$ cat config.mk
export PLATFORM = sky130hd
export DESIGN_NAME = wb_initiator
export DESIGN_NICKNAME = d
export VERILOG_FILES = /design/src/rtl/wb_initiator.sv
export SDC_FILE = /design/constraint.sdc
export NUM_CORES = 1
export LEC_CHECK = 0
export BUFFER_PORTS_ARGS = -buffer_cell sky130_fd_sc_hd__buf_2
export CORE_ASPECT_RATIO = 1.4
export CORE_MARGIN = 2
export CORE_UTILIZATION = 42
export DETAILED_ROUTE_END_ITERATION = 6
export PLACE_DENSITY_LB_ADDON = 0.2
export SLEW_MARGIN = 20
export SYNTH_ARGS = -nofsm -noshare
export SYNTH_HDL_FRONTEND = slang
export SYNTH_SLANG_ARGS = --single-unit
$ cat constraint.sdc
create_clock -name clk -period 1.7 [get_ports clk]
set_input_delay 0.34 -clock clk [delete_from_list [all_inputs] [get_ports clk]]
set_output_delay 0.34 -clock clk [all_outputs]
set_load 0.05 [all_outputs]
$ cat src/rtl/wb_initiator.sv
// Wishbone classic single-transfer initiator: one command in flight, registered
// WB outputs, bounded wait for ack, response held on a valid/ready port.
module wb_initiator #(
   parameter int TIMEOUT = 16
) (
   input  logic        clk,
   input  logic        reset,
   input  logic        cmd_valid,
   output logic        cmd_ready,
   input  logic        cmd_we,
   input  logic [3:0]  cmd_sel,
   input  logic [31:0] cmd_adr,
   input  logic [31:0] cmd_dat,
   output logic        rsp_valid,
   input  logic        rsp_ready,
   output logic [31:0] rsp_dat,
   output logic        rsp_err,
   output logic        wbm_cyc_o,
   output logic        wbm_stb_o,
   output logic        wbm_we_o,
   output logic [3:0]  wbm_sel_o,
   output logic [31:0] wbm_adr_o,
   output logic [31:0] wbm_dat_o,
   input  logic [31:0] wbm_dat_i,
   input  logic        wbm_ack_i,
   output logic [15:0] txn_count,
   output logic [7:0]  timeout_count,
   output logic [1:0]  state_dbg
);

   // Handshakes: a command transfers on an edge where cmd_valid && cmd_ready;
   // a response transfers on an edge where rsp_valid && rsp_ready. Both
   // ready/valid outputs are pure decodes of the state register.
   typedef enum logic [1:0] {
      IDLE = 2'd0,
      BUS  = 2'd1,
      RESP = 2'd2
   } state_t;

   localparam logic [7:0] LAST_WAIT = 8'(TIMEOUT - 1);

   state_t     state;
   logic [7:0] wait_cnt;

   assign cmd_ready = (state == IDLE);
   assign rsp_valid = (state == RESP);
   assign wbm_cyc_o = (state == BUS);
   assign wbm_stb_o = (state == BUS);
   assign state_dbg = state;

   always_ff @(posedge clk) begin
      if (reset) begin
         state         <= IDLE;
         wait_cnt      <= 8'd0;
         rsp_dat       <= 32'd0;
         rsp_err       <= 1'b0;
         wbm_we_o      <= 1'b0;
         wbm_sel_o     <= 4'd0;
         wbm_adr_o     <= 32'd0;
         wbm_dat_o     <= 32'd0;
         txn_count     <= 16'd0;
         timeout_count <= 8'd0;
      end else begin
         case (state)
            IDLE: begin
               if (cmd_valid) begin
                  wbm_we_o  <= cmd_we;
                  wbm_sel_o <= cmd_sel;
                  wbm_adr_o <= cmd_adr;
                  wbm_dat_o <= cmd_dat;
                  wait_cnt  <= 8'd0;
                  state     <= BUS;
               end
            end
            BUS: begin
               // Ack takes priority over a timeout landing on the same edge.
               if (wbm_ack_i) begin
                  rsp_dat   <= wbm_we_o ? 32'd0 : wbm_dat_i;
                  rsp_err   <= 1'b0;
                  txn_count <= txn_count + 16'd1;
                  state     <= RESP;
               end else if (wait_cnt == LAST_WAIT) begin
                  rsp_dat   <= 32'd0;
                  rsp_err   <= 1'b1;
                  txn_count <= txn_count + 16'd1;
                  if (timeout_count != 8'hFF)
                     timeout_count <= timeout_count + 8'd1;
                  state     <= RESP;
               end else begin
                  wait_cnt <= wait_cnt + 8'd1;
               end
            end
            RESP: begin
               if (rsp_ready)
                  state <= IDLE;
            end
            default: state <= IDLE;
         endcase
      end
   end

endmodule

=== Word level (Yosys, flattened, before mapping) ===
Index checks and enable logic that the tools add are counted.

* Register bits: 136
* Latch bits: 0
* Memory bits (writable): 0
* Bits in read-only memories: 0
* Input bits: 106
* Output and inout port bits: 132
* Word-level logic and storage cells: 47
* Memories kept: 0

* Add/sub/neg operators: 3
* $mul: 0
* Div/mod/pow operators: 0
* $lt $le $gt $ge: 0
* Equal/unequal tests: 9
* Shifts and indexed selects: 0
* Muxes and demuxes: 16
* Bitwise logic cells: 1
* Reductions and logical operators: 8

{| class="wikitable"
|+ Operators by type and width
! kind !! count
|-
| two-way mux 32 bit || 3
|-
| two-way mux 16 bit || 2
|-
| two-way mux 8 bit || 3
|-
| adder 16 x 1 -> 16 bit (second input constant) || 1
|-
| adder 8 x 1 -> 8 bit (second input constant) || 2
|-
| one-hot mux 8 bit (2 select lines) || 1
|-
| == test 8 x 4 -> 1 bit (second input constant) || 1
|-
| two-way mux 2 bit || 4
|-
| != test 8 bit (second input constant) || 1
|-
| AND reduction 4 bit || 2
|-
| != test 2 bit (second input constant) || 3
|-
| one-hot mux 2 bit (3 select lines) || 1
|-
| AND reduction 2 bit || 2
|-
| nonzero test 2 bit || 2
|-
| != test 3 x 1 -> 1 bit (second input constant) || 1
|-
| AND reduction 3 bit || 1
|-
| == test 2 x 1 -> 1 bit (second input constant) || 1
|-
| == test 2 bit (second input constant) || 1
|-
| logical NOT 2 bit || 1
|-
| two-way mux 1 bit || 2
|-
| != test 2 x 1 -> 1 bit (second input constant) || 1
|-
| inverter 1 bit || 1
|}

=== Logic depth before layout (Yosys ltp) ===
Gate-level depths: netlist of the first run.

* Depth after elaboration: 4
* Mapped depth: 8
* Mapped depth without buffers: 5

=== Worst setup path before layout of the first run ===
OpenSTA, ideal clock, no wires.

* Kind: register to output
* Start point: reg state[0], in the netlist state_dbg[0]
* End point: out wbm_stb_o
* Arrival: 2.055 ns
* Data required time: 1.360 ns
* Path slack: -0.695 ns
* Cell stages (with the launch flop): 6
* Buffers on the path: 3
* Cells stage by stage: dfxtp_1 -> nand2b_1 -> clkbuf_1 -> clkinv_1 -> clkbuf_1 -> buf_4

* Cells in the longest elaborated chain, start to end: 1

{| class="wikitable"
|+ Ends and longest elaborated chain
! element !! RTL line !! RTL
|-
| from (decl) || 42 || <nowiki>state_t state;</nowiki>
|-
| from (signal assigned) || 53 || <nowiki>state <= IDLE;</nowiki>
|-
| from (signal assigned) || 72 || <nowiki>state <= BUS;</nowiki>
|-
| from (signal assigned) || 81 || <nowiki>state <= RESP;</nowiki>
|-
| == test 2 x 1 -> 1 bit || - ||
|-
| to (decl) || 19 || <nowiki>output logic wbm_stb_o,</nowiki>
|}

Every way passes these cells.

=== Worst setup path after layout of the first run ===
* Start point: reg wait_cnt[6]
* End point: reg txn_count[6]

* Cells in the longest elaborated chain, start to end: 3

{| class="wikitable"
|+ Ends and longest elaborated chain
! element !! RTL line !! RTL
|-
| from (decl) || 43 || <nowiki>logic [7:0] wait_cnt;</nowiki>
|-
| from (signal assigned) || 90 || <nowiki>wait_cnt <= wait_cnt + 8'd1;</nowiki>
|-
| == test 8 x 4 -> 1 bit || 82 || <nowiki>end else if (wait_cnt == LAST_WAIT) begin</nowiki>
|-
| nonzero test 2 bit (no line) || - ||
|-
| AND reduction 2 bit (no line) || - ||
|-
| to (signal assigned) || 80 || <nowiki>txn_count <= txn_count + 16'd1;</nowiki>
|-
| to (signal assigned) || 85 || <nowiki>txn_count <= txn_count + 16'd1;</nowiki>
|-
| to (decl) || 26 || <nowiki>output logic [15:0] txn_count,</nowiki>
|}

Every way passes these cells.
A chain may end at the register's enable or synchronous reset.

==> results.md, run 1 <==
- Status: finished, violations left
- Failing checks: negative setup slack
- Syn nets: roughly 750
- Hold buffers post-CTS: 0
- Clock root cell: clkbuf_16
- Critical Path AT: between 2 and 2.5 ns
- TritonRoute pass-1 iters: 4
- Min-delay src: cmd_adr[22]
- Worst setup SP type: flop
- Clock Tree Buf Depth: 2
- Final net count: 1002
- Slowest cell delay on critical path: 0.48 ns
- Seq cells post-synth: 136
- Final Instance Count excl. Fillers: 1056
- First-pass GRT wire length: roughly 24000 um
- Global placer's final weighted congestion: roughly 0.80
- Crit-path cells: nor4_4 > buf_4 > a21oi_4 > clkbuf_16 > or4_4 > a21oi_2
- Routed Antenna Nets: 0
- Critical Path RT: a little over 2 ns
- Worst r2r src: wait_cnt[6]
- Max_cap viols: 0
- RSZ-0062 raised after global routing: yes
- Final Skew: 0.005431 ns
- Die area: between 10000 and 15000 sq um
- Max rail drop VDD: 0.001071 V
- Via count: 5615
- Final WL: approximately 16000 um
- CTS buffer count: 17
- Hold EP: wbm_adr_o[22]
- Leakage: 3.365 nW
- Largest net degree at the start of global routing: between 50 and 60
- DIE WIDTH: slightly below 100 um
- Worst-Margin Slew: ~0.48 ns
- Most Crowded Layer GR: met2
- Seq/Total Area, Yosys: 52.41%
- Largest area contributor in the netlist: dfxtp_1
- Final Max Tran Viols: 0
- Dpl cells: 1018
- Max frequency: roughly 580 MHz
- Total congestion overflow: 0
- Std-Cell Rows: 48
- Total clock sinks: ~140
- Pwr Total: approximately 8.5 mW
- Mapped Cells: 645
- Commonest cells in the netlist: nand2_1, dfxtp_1, a21oi_1, o21ai_0, clkbuf_1
- Drt wl/cell: 14.98 um
- Final setup vio count: 7
- Crit-path leading delay family: simple AND/OR/NAND/NOR gates
- Final core occ: a little over three fifths
- Kind of critical path: reg2reg
- RR Endpoint: txn_count[6]
- Remaining DRCs: 0
- Avg Vias per Cell: 5.317
- Clk slew on worst S/H paths: about 0.06 ns
- Starting Density: between 40% and 50%
- HP Class: in2reg
- Footprint of the multi-input gates: around 2500 sq um
- Routing usage on met1: 24.08%
- Synth async-reset ratio: 0%
- Ratio of cells with drive above 1 in the final layout: about two fifths
- Fin crit period: around 1.7 ns
- M3 GR Usage: between 7 and 8%
- Vias in the first global route: between 5000 and 6000
- Final WS setup: -0.03515 ns
- Yosys top cell area share: a little over half
- Core Region: roughly 12000 sq um
- Final worst path period share: 102.1%
- Worst path bufs/invs: 2
- Post-synth EDFFs: 0
- GRT Total Usage: between 20 and 25%
- Main flop type after synthesis: dfxtp_1
- IO Port Bufs: about 240
- TritonCTS clock tree: built
- Synth warn: 0
- Post-synth cell types: 43
- Iter 0 DRT Violations: about 190
- Slowest-stage cell, CP: or4_4
- Io pins: 238
- Avg Cell Area, Syn: between 8 and 9 sq um
- Filler cell count: about 1100
- Chip height: about 140 um
- R2r worst-path depth: 6
- FF/Latch Area: between 2000 and 3000 sq um
- Worst skew pair latency: a little over 0.4 ns
- Power per Cell Area: between 1000 and 1500 nW/um^2
- CP Max Fanout: 8
- Met2 Use GR: roughly 40%
- Final Hold Fails: 0
- Cell with the most instances after synthesis: nand2_1
- H-tree depth: 4
- Hold path depth: 3
- Synth area leaders: dfxtp_1, nand2_1, a21oi_1, o21ai_0, clkbuf_1
- ANT cells: 0
- Initial antenna violation count: 0
- P&R area growth vs syn: 48.34%
- Dpl hpwl: between 10000 and 15000 um
- Worst slew margin: approximately two thirds
- FF-to-FF setup slack: -0.04 ns
- Hold slack final: 0.1627 ns
- Worst setup EP type: flop
- Synthesized area: 5195 sq um
## stage by stage
step | setup TNS, ns | setup slack, ns | instance area [sq um]
6_report | -0.1761 | -0.03515 | 7706
5_1_grt | -0.8166 | -0.08683 | 7706
4_1_cts | -0.3752 | -0.04779 | 7481
3_5_place_dp | -0.5844 | -0.07050 | 6798
3_3_place_gp | -0.09460 | -0.01643 | 6798
2_1_floorplan | -0.06739 | -0.05846 | 5281
## worst register-to-register path: stages (launching register included)
cell and delay, ns:
dfxtp_2 0.33, nor4_4 0.30, buf_4 0.18, a21oi_4 0.07, clkbuf_16 0.17, or4_4 0.48, a21oi_2 0.13
## power by group
part           leakage (nW)  internal (mW)  switching [mW]  total (mW)
registers              1.12           3.34          0.0821        3.43
clock network         0.273           2.17            1.43        3.59
logic                  1.97          0.426            1.06        1.49
total                  3.36           5.94            2.57        8.50
## layer usage
layer  wire [um]  up-vias
met1        6045     2654
met5           0        -
li1            -     2728
met4         320        0
met2        8360      206
met3        1096       27
## flip-flops by register name, indices dropped and copies added, names as in the netlist
name / count
rsp_dat: 32
timeout_count: 8
wbm_adr_o: 32
wbm_we_o: 1
txn_count: 16
state_dbg: 2
wbm_sel_o: 4
wbm_dat_o: 32
wait_cnt: 8
rsp_err: 1
## cell usage in the layout (no fill, tap or decap), types with 7 or more instances in the layout
cell type / synthesis / routed
a21oi_1: 130 / 120
a21oi_2: 1 / 10
buf_12: 0 / 8
buf_2: 3 / 233
buf_4: 1 / 32
clkbuf_16: 0 / 18
dfxtp_1: 136 / 114
dfxtp_2: 0 / 21
nand2_1: 182 / 179
nand3_1: 12 / 12
nand4_1: 7 / 7
o21ai_0: 45 / 42
or4_4: 0 / 8
## worst max path at each step
stage | start | end | slack, ns | depth (start not counted)
floorplan | state_dbg[1] | wbm_stb_o | -0.06 | 5
global placement | wait_cnt[7] | txn_count[9] | -0.02 | 6
detailed placement | wait_cnt[7] | txn_count[9] | -0.07 | 6
CTS | wait_cnt[4] | txn_count[7] | -0.05 | 6
global route | wait_cnt[6] | txn_count[3] | -0.09 | 6
finish | wait_cnt[6] | txn_count[6] | -0.04 | 6
## area by class of cell
class / count / share of cell area (%)
sequential: 136 / 35.72
clock buffer: 18 / 5.569
tap: 150 / 2.435
multi-input combinational: 456 / 32.41
timing repair buffer: 279 / 21.76
inverter: 3 / 0.1786
clock inverter: 14 / 1.932
## repair_timing
action	in CTS	in global routing
endpoints found under the setup margin	19	46
pin swaps	10	19
setup buffers	1	3
resized for setup	17	45
hold endpoints to repair	0	0
gates cloned	1	1
## logic make-up after synthesis
group,synth area share [%]
adder cells (fa/ha/maj),0.7226
XOR/XNOR,0.1686
AND/OR/NAND/NOR,21.46
multiplexers,0.1927
flip-flops,52.41
buffers and inverters,3.998
AO/OA/AOI/OAI,21.05
No activity file was read; power rests on OpenSTA's default activity.
==> run 2: changes to the inputs <==
REMOVE_ABC_BUFFERS = 1   (was unset)
==> run 2 against run 1 <==
- the run still ends with negative setup slack left
- non-clock buffer count increased by 8
- flip-flop and latch count unchanged
- largest power group unchanged
- die area unchanged
==> results.md, run 2 (synthesis gave the netlist of run 1 again) <==
- Crit-path cells: nor4_4 > buf_4 > a21oi_4 > clkbuf_16 > or4_4 > a21oi_2
- Clock Tree Buf Depth: 2
- TritonCTS clock tree: built
- Vias in the first global route: about 5200
- FF/Latch Area: between 2000 and 3000 sq um
- First-pass GRT wire length: between 20000 and 25000 um
- Core Region: roughly 12000 sq um
- Die area: between 10000 and 15000 sq um
- Io pins: 238
- Worst-Margin Slew: 0.4523 ns
- Critical Path RT: 2.05 ns
- Dpl hpwl: between 10000 and 15000 um
- CTS buffer count: 17
- TritonRoute pass-1 iters: 5
- ANT cells: 0
- Hold slack final: ~0.16 ns
- H-tree depth: 4
- Filler cell count: between 1000 and 1500
- FF-to-FF setup slack: -0.04 ns
- Critical Path AT: ~2.1 ns
- Status: finished, violations left
- Final Max Tran Viols: 0
- Top Registers: rsp_dat (32), wbm_adr_o (32), wbm_dat_o (32)
- Slowest cell delay on critical path: 0.51 ns
- Final WS setup: -0.03738 ns
- DIE WIDTH: ~98 um
- Worst setup SP type: flop
- Std-Cell Rows: 48
- Final Hold Fails: 0
- Worst r2r src: wait_cnt[5]
- Clock network fraction of design power: ~42%
- Max rail drop VDD: 0.0008618 V
- Final Instance Count excl. Fillers: 1063
- HP Class: in2reg
- Remaining DRCs: 0
- Final net count: slightly above 1000
- Slowest-stage cell, CP: or4_4
- Commonest non-fill, non-tap cell in the layout: buf_2
- Max frequency: ~580 MHz
- Via count: about 5600
- Crit-path leading delay family: simple AND/OR/NAND/NOR gates
- Final worst path period share: 102.2%
- Worst skew pair latency: around 0.41 ns
- Design Area, Final: approximately 7700 sq um
- IO Port Bufs: roughly 240
- Worst slew margin: a little over two thirds
- Sequential Power Share: between 40% and 50%
- R2r worst-path depth: 6
- Fin crit period: around 1.7 ns
- Footprint of the multi-input gates: 2419 sq um
- Final setup vio count: 6
- Clock root cell: clkbuf_16
- Global placer's final weighted congestion: 0.8105
- Switching share of power: ~30%
- P&R area growth vs syn: 47.83%
- Largest net degree at the start of global routing: 69
- CP Max Fanout: 6
- Final WL: 15880 um
- Psw: between 2 and 3 mW
- Drt wl/cell: 14.94 um
- Failing checks: negative setup slack
- Total clock sinks: between 100 and 150
- Iter 0 DRT Violations: approximately 200
- Worst path bufs/invs: 2
- Hold path depth: 3
- Kind of critical path: reg2reg
- Clk slew on worst S/H paths: roughly 0.06 ns
- RSZ-0062 raised after global routing: yes
- Final Skew: 0.01079 ns
- GRT Total Usage: between 20% and 30%
- Min-delay src: cmd_dat[29]
- Pwr Total: 8.491 mW
- Commonest non-fill, non-tap cells in the layout: buf_2, nand2_1, dfxtp_1
- Placement Cell Area: between 6000 and 7000 sq um
- Hold EP: wbm_dat_o[29]
- Pint: roughly 6 mW
- Power per Cell Area: 1106 nW/um^2
- Max_cap viols: 0
- Total congestion overflow: 0
- Hold buffers post-CTS: 0
- Routed Antenna Nets: 0
- Combinational share of power: between 10% and 20%
- Ratio of cells with drive above 1 in the final layout: roughly two fifths
- Starting Density: a little over two fifths
- Worst setup EP type: flop
- Avg Vias per Cell: between 5 and 6
- Dpl cells: roughly 1000
- RR Endpoint: txn_count[9]
- Initial antenna violation count: 0
- Leakage: 3.384 nW
- Chip height: ~140 um
run 2: worst max-delay path by stage:
stage	from	endpoint	slack (ns)	cells after the start
floorplan	state_dbg[0]	rsp_dat[0]	-1.76	4
global placement	wait_cnt[0]	timeout_count[5]	-0.03	6
detailed placement	wait_cnt[0]	timeout_count[5]	-0.09	6
CTS	state_dbg[0]	cmd_ready	-0.008	3
global route	wait_cnt[5]	txn_count[9]	-0.10	6
finish	wait_cnt[5]	txn_count[9]	-0.04	6
run 2: power by group through the flow:
stage	Clock (mW)	Sequential (mW)	Combinational, mW
floorplan	0	4.01	0.358
global placement	0	3.48	1.41
detailed placement	0	3.48	1.44
CTS	3.64	3.42	1.45
global route	3.79	3.44	1.59
finish	3.58	3.42	1.49
run 2: worst min-delay path, stage by stage:
cell and delay, ns:
buf_2 0.10, nand2_1 0.04, a21oi_1 0.05
run 2: stage by stage:
stage	utilization (%)	TNS, ns	setup WS, ns
2_1_floorplan	-	-178.23	-1.761
3_3_place_gp	55.99	-0.1244	-0.03455
3_5_place_dp	55.99	-1.077	-0.09080
4_1_cts	60.98	-0.008440	-0.008440
5_1_grt	62.99	-1.005	-0.1019
6_report	62.99	-0.09856	-0.03738
run 2: layout make-up:
| type | count | share of cell area (%) |
|---|---|---|
| Clock buffer | 17 | 5.539 |
| Clock inverter | 14 | 1.939 |
| Inverter | 3 | 0.2118 |
| Multi-Input combinational cell | 456 | 31.49 |
| Sequential cell | 136 | 35.47 |
| Tap cell | 150 | 2.444 |
| Timing Repair Buffer | 287 | 22.91 |
run 2: repair_timing:
item / 4_1_cts / 5_1_grt
pin swaps: 2 / 19
gates cloned: 0 / 4
endpoints found under the setup margin: 38 / 37
buffers inserted: 1 / 2
gates resized for setup: 10 / 49
endpoints found under the hold margin: 0 / 0
run 2: routing by layer:
layer / GRT usage (%) / share of wire [%] / up-vias
met5: 0 / 0 / -
met4: 8.796 / 2.3 / 0
met3: 7.946 / 8.5 / 31
met2: 38.51 / 51 / 245
met1: 24.55 / 38 / 2590
li1: - / - / 2741
